[config.mk]
export PLATFORM = sky130hd
export DESIGN_NAME = uart_tx_fifo_engine
export DESIGN_NICKNAME = d
export VERILOG_FILES = /design/src/rtl/uart_pkg.sv /design/src/rtl/uart_tx_fifo.sv /design/src/rtl/uart_tx_fifo_engine.sv
export SDC_FILE = /design/constraint.sdc
export NUM_CORES = 1
export LEC_CHECK = 0
export CAP_MARGIN = 40
export CORE_ASPECT_RATIO = 1.25
export CORE_MARGIN = 4
export CORE_UTILIZATION = 64
export DETAILED_ROUTE_END_ITERATION = 8
export DONT_BUFFER_PORTS = 1
export GPL_TIMING_DRIVEN = 1
export MAX_ROUTING_LAYER = met4
export PLACE_DENSITY = 0.8
export SYNTH_ARGS = -nofsm -noshare
export SYNTH_HDL_FRONTEND = slang
export SYNTH_HIERARCHICAL = 1
export SYNTH_SLANG_ARGS = --single-unit
[constraint.sdc]
create_clock -name clk -period 4.7 [get_ports clk]
set_input_delay 1.175 -clock clk [delete_from_list [all_inputs] [get_ports clk]]
set_output_delay 1.175 -clock clk [all_outputs]
set_load 0.1 [all_outputs]
[src/rtl/uart_pkg.sv]
// Shared types and helpers for the UART transmit engine: FSM states,
// data-length encodings and the baud divisor table.
package uart_pkg;

  typedef enum logic [2:0] {
    ST_IDLE,
    ST_START,
    ST_DATA,
    ST_PARITY,
    ST_STOP,
    ST_BREAK
  } tx_state_e;

  localparam logic [1:0] LEN_5 = 2'b00;
  localparam logic [1:0] LEN_6 = 2'b01;
  localparam logic [1:0] LEN_7 = 2'b10;
  localparam logic [1:0] LEN_8 = 2'b11;

  function automatic int unsigned rdiv(input int unsigned num, input int unsigned den);
    return (num + den / 2) / den;
  endfunction

  // Each branch divides two constants, so the table folds at elaboration.
  function automatic int unsigned baud_div(input logic [3:0] sel, input int unsigned clk_hz);
    case (sel)
      4'd0:    return rdiv(clk_hz, 300);
      4'd1:    return rdiv(clk_hz, 1200);
      4'd2:    return rdiv(clk_hz, 2400);
      4'd3:    return rdiv(clk_hz, 4800);
      4'd4:    return rdiv(clk_hz, 9600);
      4'd5:    return rdiv(clk_hz, 19200);
      4'd6:    return rdiv(clk_hz, 38400);
      4'd7:    return rdiv(clk_hz, 57600);
      4'd8:    return rdiv(clk_hz, 115200);
      4'd9:    return rdiv(clk_hz, 230400);
      4'd10:   return rdiv(clk_hz, 460800);
      default: return rdiv(clk_hz, 921600);
    endcase
  endfunction

  function automatic logic [7:0] len_mask(input logic [1:0] len);
    case (len)
      LEN_5:   return 8'h1F;
      LEN_6:   return 8'h3F;
      LEN_7:   return 8'h7F;
      default: return 8'hFF;
    endcase
  endfunction

endpackage

[src/rtl/uart_tx_fifo.sv]
// Synchronous FIFO with wrap-around pointers, occupancy count and
// full/empty flags; read data is the current head word.
module uart_tx_fifo #(
  parameter int unsigned DEPTH = 4,
  parameter int unsigned WIDTH = 8
) (
  input  logic                   clk,
  input  logic                   reset,
  input  logic                   push,
  input  logic [WIDTH-1:0]       wdata,
  input  logic                   pop,
  output logic [WIDTH-1:0]       rdata,
  output logic [$clog2(DEPTH):0] count,
  output logic                   full,
  output logic                   empty
);

  localparam int unsigned AW = $clog2(DEPTH);

  logic [WIDTH-1:0] mem_q [DEPTH];
  logic [WIDTH-1:0] mem_d [DEPTH];
  logic [AW-1:0]    wr_ptr_q, wr_ptr_d;
  logic [AW-1:0]    rd_ptr_q, rd_ptr_d;
  logic [AW:0]      count_q, count_d;
  logic             do_push, do_pop;

  assign do_push = push & ~full;
  assign do_pop  = pop & ~empty;

  always_comb begin
    mem_d    = mem_q;
    wr_ptr_d = wr_ptr_q;
    rd_ptr_d = rd_ptr_q;
    if (do_push) begin
      mem_d[wr_ptr_q] = wdata;
      wr_ptr_d        = wr_ptr_q + AW'(1);
    end
    if (do_pop) begin
      rd_ptr_d = rd_ptr_q + AW'(1);
    end
    count_d = count_q + (AW + 1)'(do_push) - (AW + 1)'(do_pop);
  end

  always_ff @(posedge clk or negedge reset) begin
    if (!reset) begin
      mem_q    <= '{default: '0};
      wr_ptr_q <= '0;
      rd_ptr_q <= '0;
      count_q  <= '0;
    end else begin
      mem_q    <= mem_d;
      wr_ptr_q <= wr_ptr_d;
      rd_ptr_q <= rd_ptr_d;
      count_q  <= count_d;
    end
  end

  assign rdata = mem_q[rd_ptr_q];
  assign count = count_q;
  assign full  = (count_q == (AW + 1)'(DEPTH));
  assign empty = (count_q == '0);

endmodule

[src/rtl/uart_tx_fifo_engine.sv]
// UART transmit engine: buffers processor writes in a FIFO and serialises
// them with per-frame sampled format, parity, stop bits and break support.
module uart_tx_fifo_engine
  import uart_pkg::*;
#(
  parameter int unsigned FIFO_DEPTH   = 4,
  parameter int unsigned CLK_HZ       = 100_000_000,
  parameter int unsigned DIV_OVERRIDE = 0
) (
  input  logic                         clk,
  input  logic                         reset,
  input  logic [3:0]                   baud,
  input  logic [1:0]                   len,
  input  logic                         parity_en,
  input  logic                         odd_n_even,
  input  logic                         two_stop,
  input  logic                         brk,
  input  logic                         load,
  input  logic [7:0]                   out_port,
  output logic                         tx,
  output logic                         txrdy,
  output logic                         tx_busy,
  output logic [$clog2(FIFO_DEPTH):0]  fifo_count,
  output logic                         overflow
);

  tx_state_e   state_q, state_d;
  logic [31:0] baud_cnt_q, baud_cnt_d;
  logic [31:0] div_q, div_d;
  logic [2:0]  bit_cnt_q, bit_cnt_d;
  logic [7:0]  shift_q, shift_d;
  logic        par_q, par_d;
  logic [1:0]  len_q, len_d;
  logic        par_en_q, par_en_d;
  logic        two_stop_q, two_stop_d;
  logic        rel_q, rel_d;
  logic        tx_q, tx_d;
  logic        overflow_q, overflow_d;

  logic        pop, full, empty;
  logic [7:0]  rdata, masked;
  logic [31:0] cur_div, cnt_next;
  logic        bit_end;
  logic [2:0]  last_data;

  uart_tx_fifo #(
    .DEPTH (FIFO_DEPTH),
    .WIDTH (8)
  ) u_fifo (
    .clk   (clk),
    .reset (reset),
    .push  (load & ~full),
    .wdata (out_port),
    .pop   (pop),
    .rdata (rdata),
    .count (fifo_count),
    .full  (full),
    .empty (empty)
  );

  assign cur_div    = (DIV_OVERRIDE != 0) ? DIV_OVERRIDE : baud_div(baud, CLK_HZ);
  assign bit_end    = (baud_cnt_q == div_q - 32'd1);
  assign cnt_next   = bit_end ? '0 : baud_cnt_q + 32'd1;
  assign last_data  = 3'd4 + {1'b0, len_q};
  assign masked     = rdata & len_mask(len);
  assign overflow_d = load & full;

  always_comb begin
    state_d    = state_q;
    baud_cnt_d = '0;
    div_d      = div_q;
    bit_cnt_d  = bit_cnt_q;
    shift_d    = shift_q;
    par_d      = par_q;
    len_d      = len_q;
    par_en_d   = par_en_q;
    two_stop_d = two_stop_q;
    rel_d      = rel_q;
    tx_d       = 1'b1;
    pop        = 1'b0;
    unique case (state_q)
      ST_IDLE: begin
        // Line drops in the same cycle brk is seen, so tx low tracks brk exactly.
        tx_d = ~brk;
        if (brk) begin
          state_d = ST_BREAK;
          div_d   = cur_div;
          rel_d   = 1'b0;
        end else if (!empty) begin
          pop = 1'b1;
        end
      end
      ST_START: begin
        tx_d       = 1'b0;
        baud_cnt_d = cnt_next;
        if (bit_end) begin
          state_d   = ST_DATA;
          bit_cnt_d = '0;
        end
      end
      ST_DATA: begin
        tx_d       = shift_q[0];
        baud_cnt_d = cnt_next;
        if (bit_end) begin
          shift_d = {1'b0, shift_q[7:1]};
          if (bit_cnt_q == last_data) begin
            state_d   = par_en_q ? ST_PARITY : ST_STOP;
            bit_cnt_d = '0;
          end else begin
            bit_cnt_d = bit_cnt_q + 3'd1;
          end
        end
      end
      ST_PARITY: begin
        tx_d       = par_q;
        baud_cnt_d = cnt_next;
        if (bit_end) begin
          state_d   = ST_STOP;
          bit_cnt_d = '0;
        end
      end
      ST_STOP: begin
        tx_d       = 1'b1;
        baud_cnt_d = cnt_next;
        if (bit_end) begin
          if (bit_cnt_q[0] == two_stop_q) begin
            if (!empty && !brk) pop = 1'b1;
            else                state_d = ST_IDLE;
          end else begin
            bit_cnt_d = bit_cnt_q + 3'd1;
          end
        end
      end
      ST_BREAK: begin
        // The release bit time starts in the first cycle brk is seen low.
        tx_d = rel_q | ~brk;
        if (rel_q || !brk) begin
          rel_d      = 1'b1;
          baud_cnt_d = cnt_next;
          if (bit_end) begin
            if (!empty && !brk) pop = 1'b1;
            else                state_d = ST_IDLE;
          end
        end
      end
      default: state_d = ST_IDLE;
    endcase
    if (pop) begin
      state_d    = ST_START;
      baud_cnt_d = '0;
      shift_d    = masked;
      par_d      = (^masked) ^ odd_n_even;
      len_d      = len;
      par_en_d   = parity_en;
      two_stop_d = two_stop;
      div_d      = cur_div;
    end
  end

  always_ff @(posedge clk or negedge reset) begin
    if (!reset) begin
      state_q    <= ST_IDLE;
      baud_cnt_q <= '0;
      div_q      <= 32'd1;
      bit_cnt_q  <= '0;
      shift_q    <= '0;
      par_q      <= 1'b0;
      len_q      <= LEN_8;
      par_en_q   <= 1'b0;
      two_stop_q <= 1'b0;
      rel_q      <= 1'b0;
      tx_q       <= 1'b1;
      overflow_q <= 1'b0;
    end else begin
      state_q    <= state_d;
      baud_cnt_q <= baud_cnt_d;
      div_q      <= div_d;
      bit_cnt_q  <= bit_cnt_d;
      shift_q    <= shift_d;
      par_q      <= par_d;
      len_q      <= len_d;
      par_en_q   <= par_en_d;
      two_stop_q <= two_stop_d;
      rel_q      <= rel_d;
      tx_q       <= tx_d;
      overflow_q <= overflow_d;
    end
  end

  assign tx       = tx_q;
  assign txrdy    = ~full;
  assign tx_busy  = (state_q != ST_IDLE);
  assign overflow = overflow_q;

endmodule

==> results.toml, run 1 <==
[yosys]
synth_enable_flop_cells = 0
synth_top_family_by_area = "simple AND/OR/NAND/NOR gates"
yosys.area_share.xor_xnor = 0.08914
ys_seq_area_frac = 0.4291
ys_warn_count = 6
synth.net_count = 662
synthAdderAreaFrac = 0.03010
synthFlopType = "dfrtp_1"
syn-cell-area_um2 = 6485
ys_ff_latch = 111
synth_compound_area_frac = 0.09184
yosys.area_share.simple = 0.1816
synth_cell_type_count = 73
async_flop_share = 1.000
synth.area.mux_share = 0.1422
synthCells = 626
synth.avg_cell_area_um2 = 10.36

[global_route]
antenna_found_initial = 0
grt_max_degree = 112
grt_overflow = 0
grt_pass1_vias = 4770
grt_pass1_wl_um = 23520
grt_use_total = 0.2547

[clock_network]
h-tree-depth = 3
cts.clk_slew.worst_paths_ps = 70
clockRootBuffer = "clkbuf_16"
clock_sinks = 111
postCtsHoldBufs = 0
cts_tree = "built"
cts.path.max_buffers = 2
cts_resized = 0
insertion_delay_ps = 340
cts_setup_buffers = 0
cts-buffers-inserted = 9

[worst_setup_path]
crit_path_max_fanout = 8
critPathKind = "reg -> reg"
crit_arrival_ps = 4570
worst_setup_path_end_kind = "flip-flop"
required_ps = 4930
worstSetupStartpointType = "flip-flop"

[timing]
slew_headroom = 0.4254
setup_violations = 0
hold_viol = 0
tightestPinTransition_ps = 862.4
setup_tns_ps = 0
period_minus_slack_ps = 4340
fmax_ghz = 0.2304
slew_viol_final = 0
skew_ps = 6.564
fin_crit_sh = 0.9233
grt_setup_unrepaired = "no"

[placed_design]
gp_congestion = 0.9191
post_dp_cell_area_um2 = 6603
placed_cells = 738
port_buffers = 0
hpwl_um = 9891

[floorplan]
core_region_area_um2 = 9759
placementRows = 40
dieArea_um2 = 11820
num_io_pins = 28
die_w_um = 98.04
initial_core_util = 0.6645
die_h_um = 120.5

[worst_hold_path]
min_path_type = "reg -> reg"

[finish]
layout_common_cells = "dfrtp_1 (107), nor2_1 (70), mux2_2 (47)"
fin_area_um2 = 6900
final_common_cell = "dfrtp_1"
final_nets = 659
final_cells = 754
layout-drive-gt1-share = 0.1831
n_antenna_cell = 0
syn2layout_area_growth_pct = 6.406

[detailed_routing]
ant_nets = 0
route.vias.total = 4671
drt_iter0_drc = 232
drc = 0
firstDrtPassIters = 5
wire_per_inst_um = 18.32
wl_um = 13810
via_per_inst = 6.195

[power_and_ir_drop]
p_per_area_nw_per_um2 = 658.5
p_leak_nw = 2.942
ir_drop_uv = 416.2

[run_status]
status = "completed"

[job]
drv_cap = 0
## report_power, final
part           internal, mW  switching, mW  leakage [nW]  total, mW
logic                 0.994           1.09          1.40       2.08
clock network         0.417          0.358         0.143      0.775
registers              1.30          0.389          1.40       1.69
## routing by layer
layer / wire length [µm] / part of all wire / track usage / vias up
met5: 0 / 0 / - / -
li1: - / - / - / 2204
met4: 362 / 0.026 / 0.1048 / 0
met2: 7391 / 0.54 / 0.4434 / 136
met1: 5409 / 0.39 / 0.2900 / 2302
met3: 650 / 0.047 / 0.04559 / 29
## final timing paths
kind | startpoint | cells past startpoint | slack, ps | end
worst max-delay path | div_q[1]$_DFFE_PN0P_ | 17 | 360 | u_fifo/count[2]$_DFF_PN0_
worst min-delay path | u_fifo/mem_q[0]$_DFFE_PN0P_ | 1 | 510 | u_fifo/mem_q[0]$_DFFE_PN0P_
worst max register to register | div_q[1]$_DFFE_PN0P_ | 17 | 360 | u_fifo/count[2]$_DFF_PN0_
worst min register to register | u_fifo/mem_q[0]$_DFFE_PN0P_ | 1 | 510 | u_fifo/mem_q[0]$_DFFE_PN0P_
max in group asynchronous | reset | 0 | 3960 | len_q[0]$_DFFE_PN1P_
min in group asynchronous | reset | 0 | 520 | div_q[12]$_DFFE_PN0P_
## cells by family (layout without fill, tap and decap cells)
kind of cell               Yosys count  count (layout)
muxes                               73              73
adders and majority gates           15              15
AOI/OAI and AO/OA                   83              83
DFF                                111             111
and+or+nand+nor                    227             227
xor gates and xnor gates            66              66
buffers and inverters               51              53
## final cells by class
| class | instances | area, µm² |
|---|---|---|
| Clock buffer | 10 | 229.0 |
| Clock inverter | 6 | 68.82 |
| Fill cell | 720 | 2859 |
| Inverter | 28 | 106.4 |
| Multi-Input combinational cell | 464 | 3468 |
| Sequential cell | 111 | 2783 |
| Tap cell | 126 | 157.7 |
| Timing Repair Buffer | 9 | 87.58 |
## flip-flops by register name, summed over array words and instances (netlist names), 2 cells and up
name / flops
len_q: 2
state_q: 3
baud_cnt_q: 32
u_fifo/wr_ptr_q: 2
bit_cnt_q: 3
div_q: 18
u_fifo/rd_ptr_q: 2
u_fifo/mem_q: 32
shift_q: 8
u_fifo/count: 3
## per-stage QoR
step           power (mW)  setup WS, ps  hold slack, ps  utilization
6_report            4.544         360.5           506.6       0.7071
5_1_grt             4.836         131.8           495.2       0.7071
4_1_cts             4.549         383.4           508.2       0.7071
3_5_place_dp        3.759         479.6           491.0       0.6765
3_3_place_gp        3.620         595.2           466.0       0.6737
2_1_floorplan       3.316         600.7           452.6            -
## synthesized netlist by cell type, types with 9 or more instances
master / n / share of area
dfrtp_1: 107 / 0.41
nor2_1: 70 / 0.041
mux2_2: 47 / 0.082
nand2_1: 42 / 0.024
xnor2_1: 36 / 0.049
xor2_1: 30 / 0.041
inv_1: 26 / 0.015
a21oi_1: 22 / 0.017
nand3_1: 20 / 0.015
o21ai_0: 18 / 0.014
ha_1: 14 / 0.027
nor3_1: 14 / 0.011
clkbuf_1: 11 / 0.0064
mux2i_1: 10 / 0.015
nand4_1: 10 / 0.0096
nor2b_1: 9 / 0.0087
nor4_1: 9 / 0.0087
## critical path, stage by stage (launching register included)
cell	delay [ps]
dfrtp_1	420
inv_1	70
ha_1	180
or3b_2	530
or3_4	420
a2111oi_4	370
o2111a_1	220
and4_1	240
a32o_1	220
nand2_2	90
clkinv_2	130
nor2b_1	280
ha_1	180
inv_1	40
ha_1	180
fa_1	380
xnor2_1	140
xnor2_1	130
Note: power is estimated with default switching activity, not from simulation.
==> run 2, diff against run 1 <==
CORE_MARGIN = 3   (was 4)
==> run 2 against run 1 <==
Final cell count rose by 0.13%. Worst setup slack improved by 39 ps. Flip-flop and latch count unchanged. Power rose by 0.63%. First-iteration DRC count up 16%. Critical path type unchanged. Fmax rose by 0.90%.
==> results.toml, run 2 (synthesis results as in run 1) <==
[timing]
period_minus_slack_ps = 4301
hold_viol = 0
slew_headroom = 0.4148
slew_viol_final = 0
setup_violations = 0
setup_ws_ps = 399.0
fmax_ghz = 0.2325
fin_crit_sh = 0.9151
grt_setup_unrepaired = "no"
whs_ps = 507.0
setup_tns_ps = 0
skew_ps = 9.776
tightestPinTransition_ps = 871.1

[worst_setup_path]
path_cells = "inv_1 -> ha_1 -> or3b_2 -> or3_4 -> a2111oi_4 -> o2111a_1 -> and4_1 -> a32o_1 -> nand2_2 -> clkinv_2 -> nor2b_1 -> ha_1 -> inv_1 -> ha_1 -> fa_1 -> xnor2_1 -> xnor2_1"
cp_num_cells = 17
crit_path_max_fanout = 8
worst_setup_path_end_kind = "flip-flop"
reg2reg_setup_slack_ps = 400
worstSetupStartpointType = "flip-flop"
critPathKind = "reg -> reg"
cp_common_cell = "ha_1"
timing.rr.end = "u_fifo/count[2]$_DFF_PN0_"
reg2reg_from = "div_q[1]$_DFFE_PN0P_"
crit_arrival_ps = 4540
reg2reg_depth = 17
required_ps = 4940
max_stage_delay_ps = 520
cpLargestDelayFamily = "simple AND/OR/NAND/NOR gates"
cpMaxStageDelayCell = "or3b_2"
critPathBufInv = 3

[clock_network]
cts-buffers-inserted = 9
h-tree-depth = 3
cts_resized = 0
insertion_delay_ps = 360
cts.clk_slew.worst_paths_ps = 80
cts.path.max_buffers = 2
postCtsHoldBufs = 0
cts_setup_buffers = 0
cts_tree = "built"
clock_sinks = 111
clockRootBuffer = "clkbuf_16"

[finish]
syn2layout_area_growth_pct = 6.869
n_antenna_cell = 0
layout_common_cells = "dfrtp_1 (107), nor2_1 (70), mux2_2 (47)"
final_nets = 660
fin_area_um2 = 6930
final_common_cell = "dfrtp_1"
layout-drive-gt1-share = 0.1844
nFillCells = 685
fin_util = 0.7101
top_regs = "baud_cnt_q (32), u_fifo/mem_q (32), div_q (18)"
final_cells = 755

[floorplan]
dieArea_um2 = 11380
core_region_area_um2 = 9759
num_io_pins = 28
initial_core_util = 0.6645
placementRows = 40
die_h_um = 118.5
die_w_um = 96.04

[placed_design]
gp_congestion = 0.9870
hpwl_um = 9698
port_buffers = 0
dp_slack_ps = 421.5
post_dp_cell_area_um2 = 6610
placed_cells = 739

[detailed_routing]
drc = 0
firstDrtPassIters = 7
ant_nets = 0
route.vias.total = 4664
wire_per_inst_um = 17.84
via_per_inst = 6.177
wl_um = 13470
drt_iter0_drc = 270

[power_and_ir_drop]
p_comb_frac = 0.452
p_leak_nw = 2.962
p_int_mw = 2.767
p_seq_frac = 0.368
fin_total_pwr_mw = 4.572
p_switching_mw = 1.805
p_sw_frac = 0.3948
ir_drop_uv = 470.6
p_per_area_nw_per_um2 = 659.8
power_frac_clock = 0.180

[worst_hold_path]
min_path_type = "in -> async"

[global_route]
grt_overflow = 0
antenna_found_initial = 0
grt_use_total = 0.2614
grt_pass1_vias = 4749
grt_pass1_wl_um = 22740
grt_max_degree = 112

[run_status]
status = "completed"

[job]
drv_cap = 0
run 2: metal layers:
layer | GRT usage | share of wire | vias up
li1 | - | - | 2214
met1 | 0.3007 | 0.40 | 2287
met2 | 0.4510 | 0.53 | 121
met3 | 0.03692 | 0.039 | 42
met4 | 0.1023 | 0.029 | 0
met5 | - | 0 | -
run 2: area by class of cell:
class                      count  area [µm²]  share of cell area
multi-input combinational    464        3468              0.5005
sequential                   111        2783              0.4015
clock buffer                  10       229.0             0.03304
tap                          126       157.7             0.02275
inverter                      28       106.4             0.01535
timing repair buffer          10       95.09             0.01372
clock inverter                 6       91.34             0.01318
run 2: how the worst max path moves through the flow:
stage | slack (ps) | start | end
floorplan | 600 | div_q[1]$_DFFE_PN0P_ | u_fifo/count[2]$_DFF_PN0_
global placement | 600 | div_q[1]$_DFFE_PN0P_ | u_fifo/count[2]$_DFF_PN0_
detailed placement | 420 | div_q[1]$_DFFE_PN0P_ | u_fifo/count[2]$_DFF_PN0_
CTS | 380 | div_q[1]$_DFFE_PN0P_ | u_fifo/count[2]$_DFF_PN0_
global route | 110 | div_q[1]$_DFFE_PN0P_ | u_fifo/count[2]$_DFF_PN0_
finish | 400 | div_q[1]$_DFFE_PN0P_ | u_fifo/count[2]$_DFF_PN0_
run 2: power by group through the flow:
stage	clock network (mW)	registers, mW	logic [mW]
2_1_floorplan	0	1.64	1.67
6_report	0.823	1.68	2.07
4_1_cts	0.837	1.68	2.08
3_3_place_gp	0	1.66	1.95
5_1_grt	0.876	1.73	2.26
3_5_place_dp	0	1.69	2.06
==> run 3, diff against run 2 <==
ABC_CLOCK_PERIOD_IN_PS = 4700   (was default)
CORE_MARGIN = 4   (was 3)
==> results of run 3 <==
The final DEF is identical to that of run 1; final timing and power are the same.
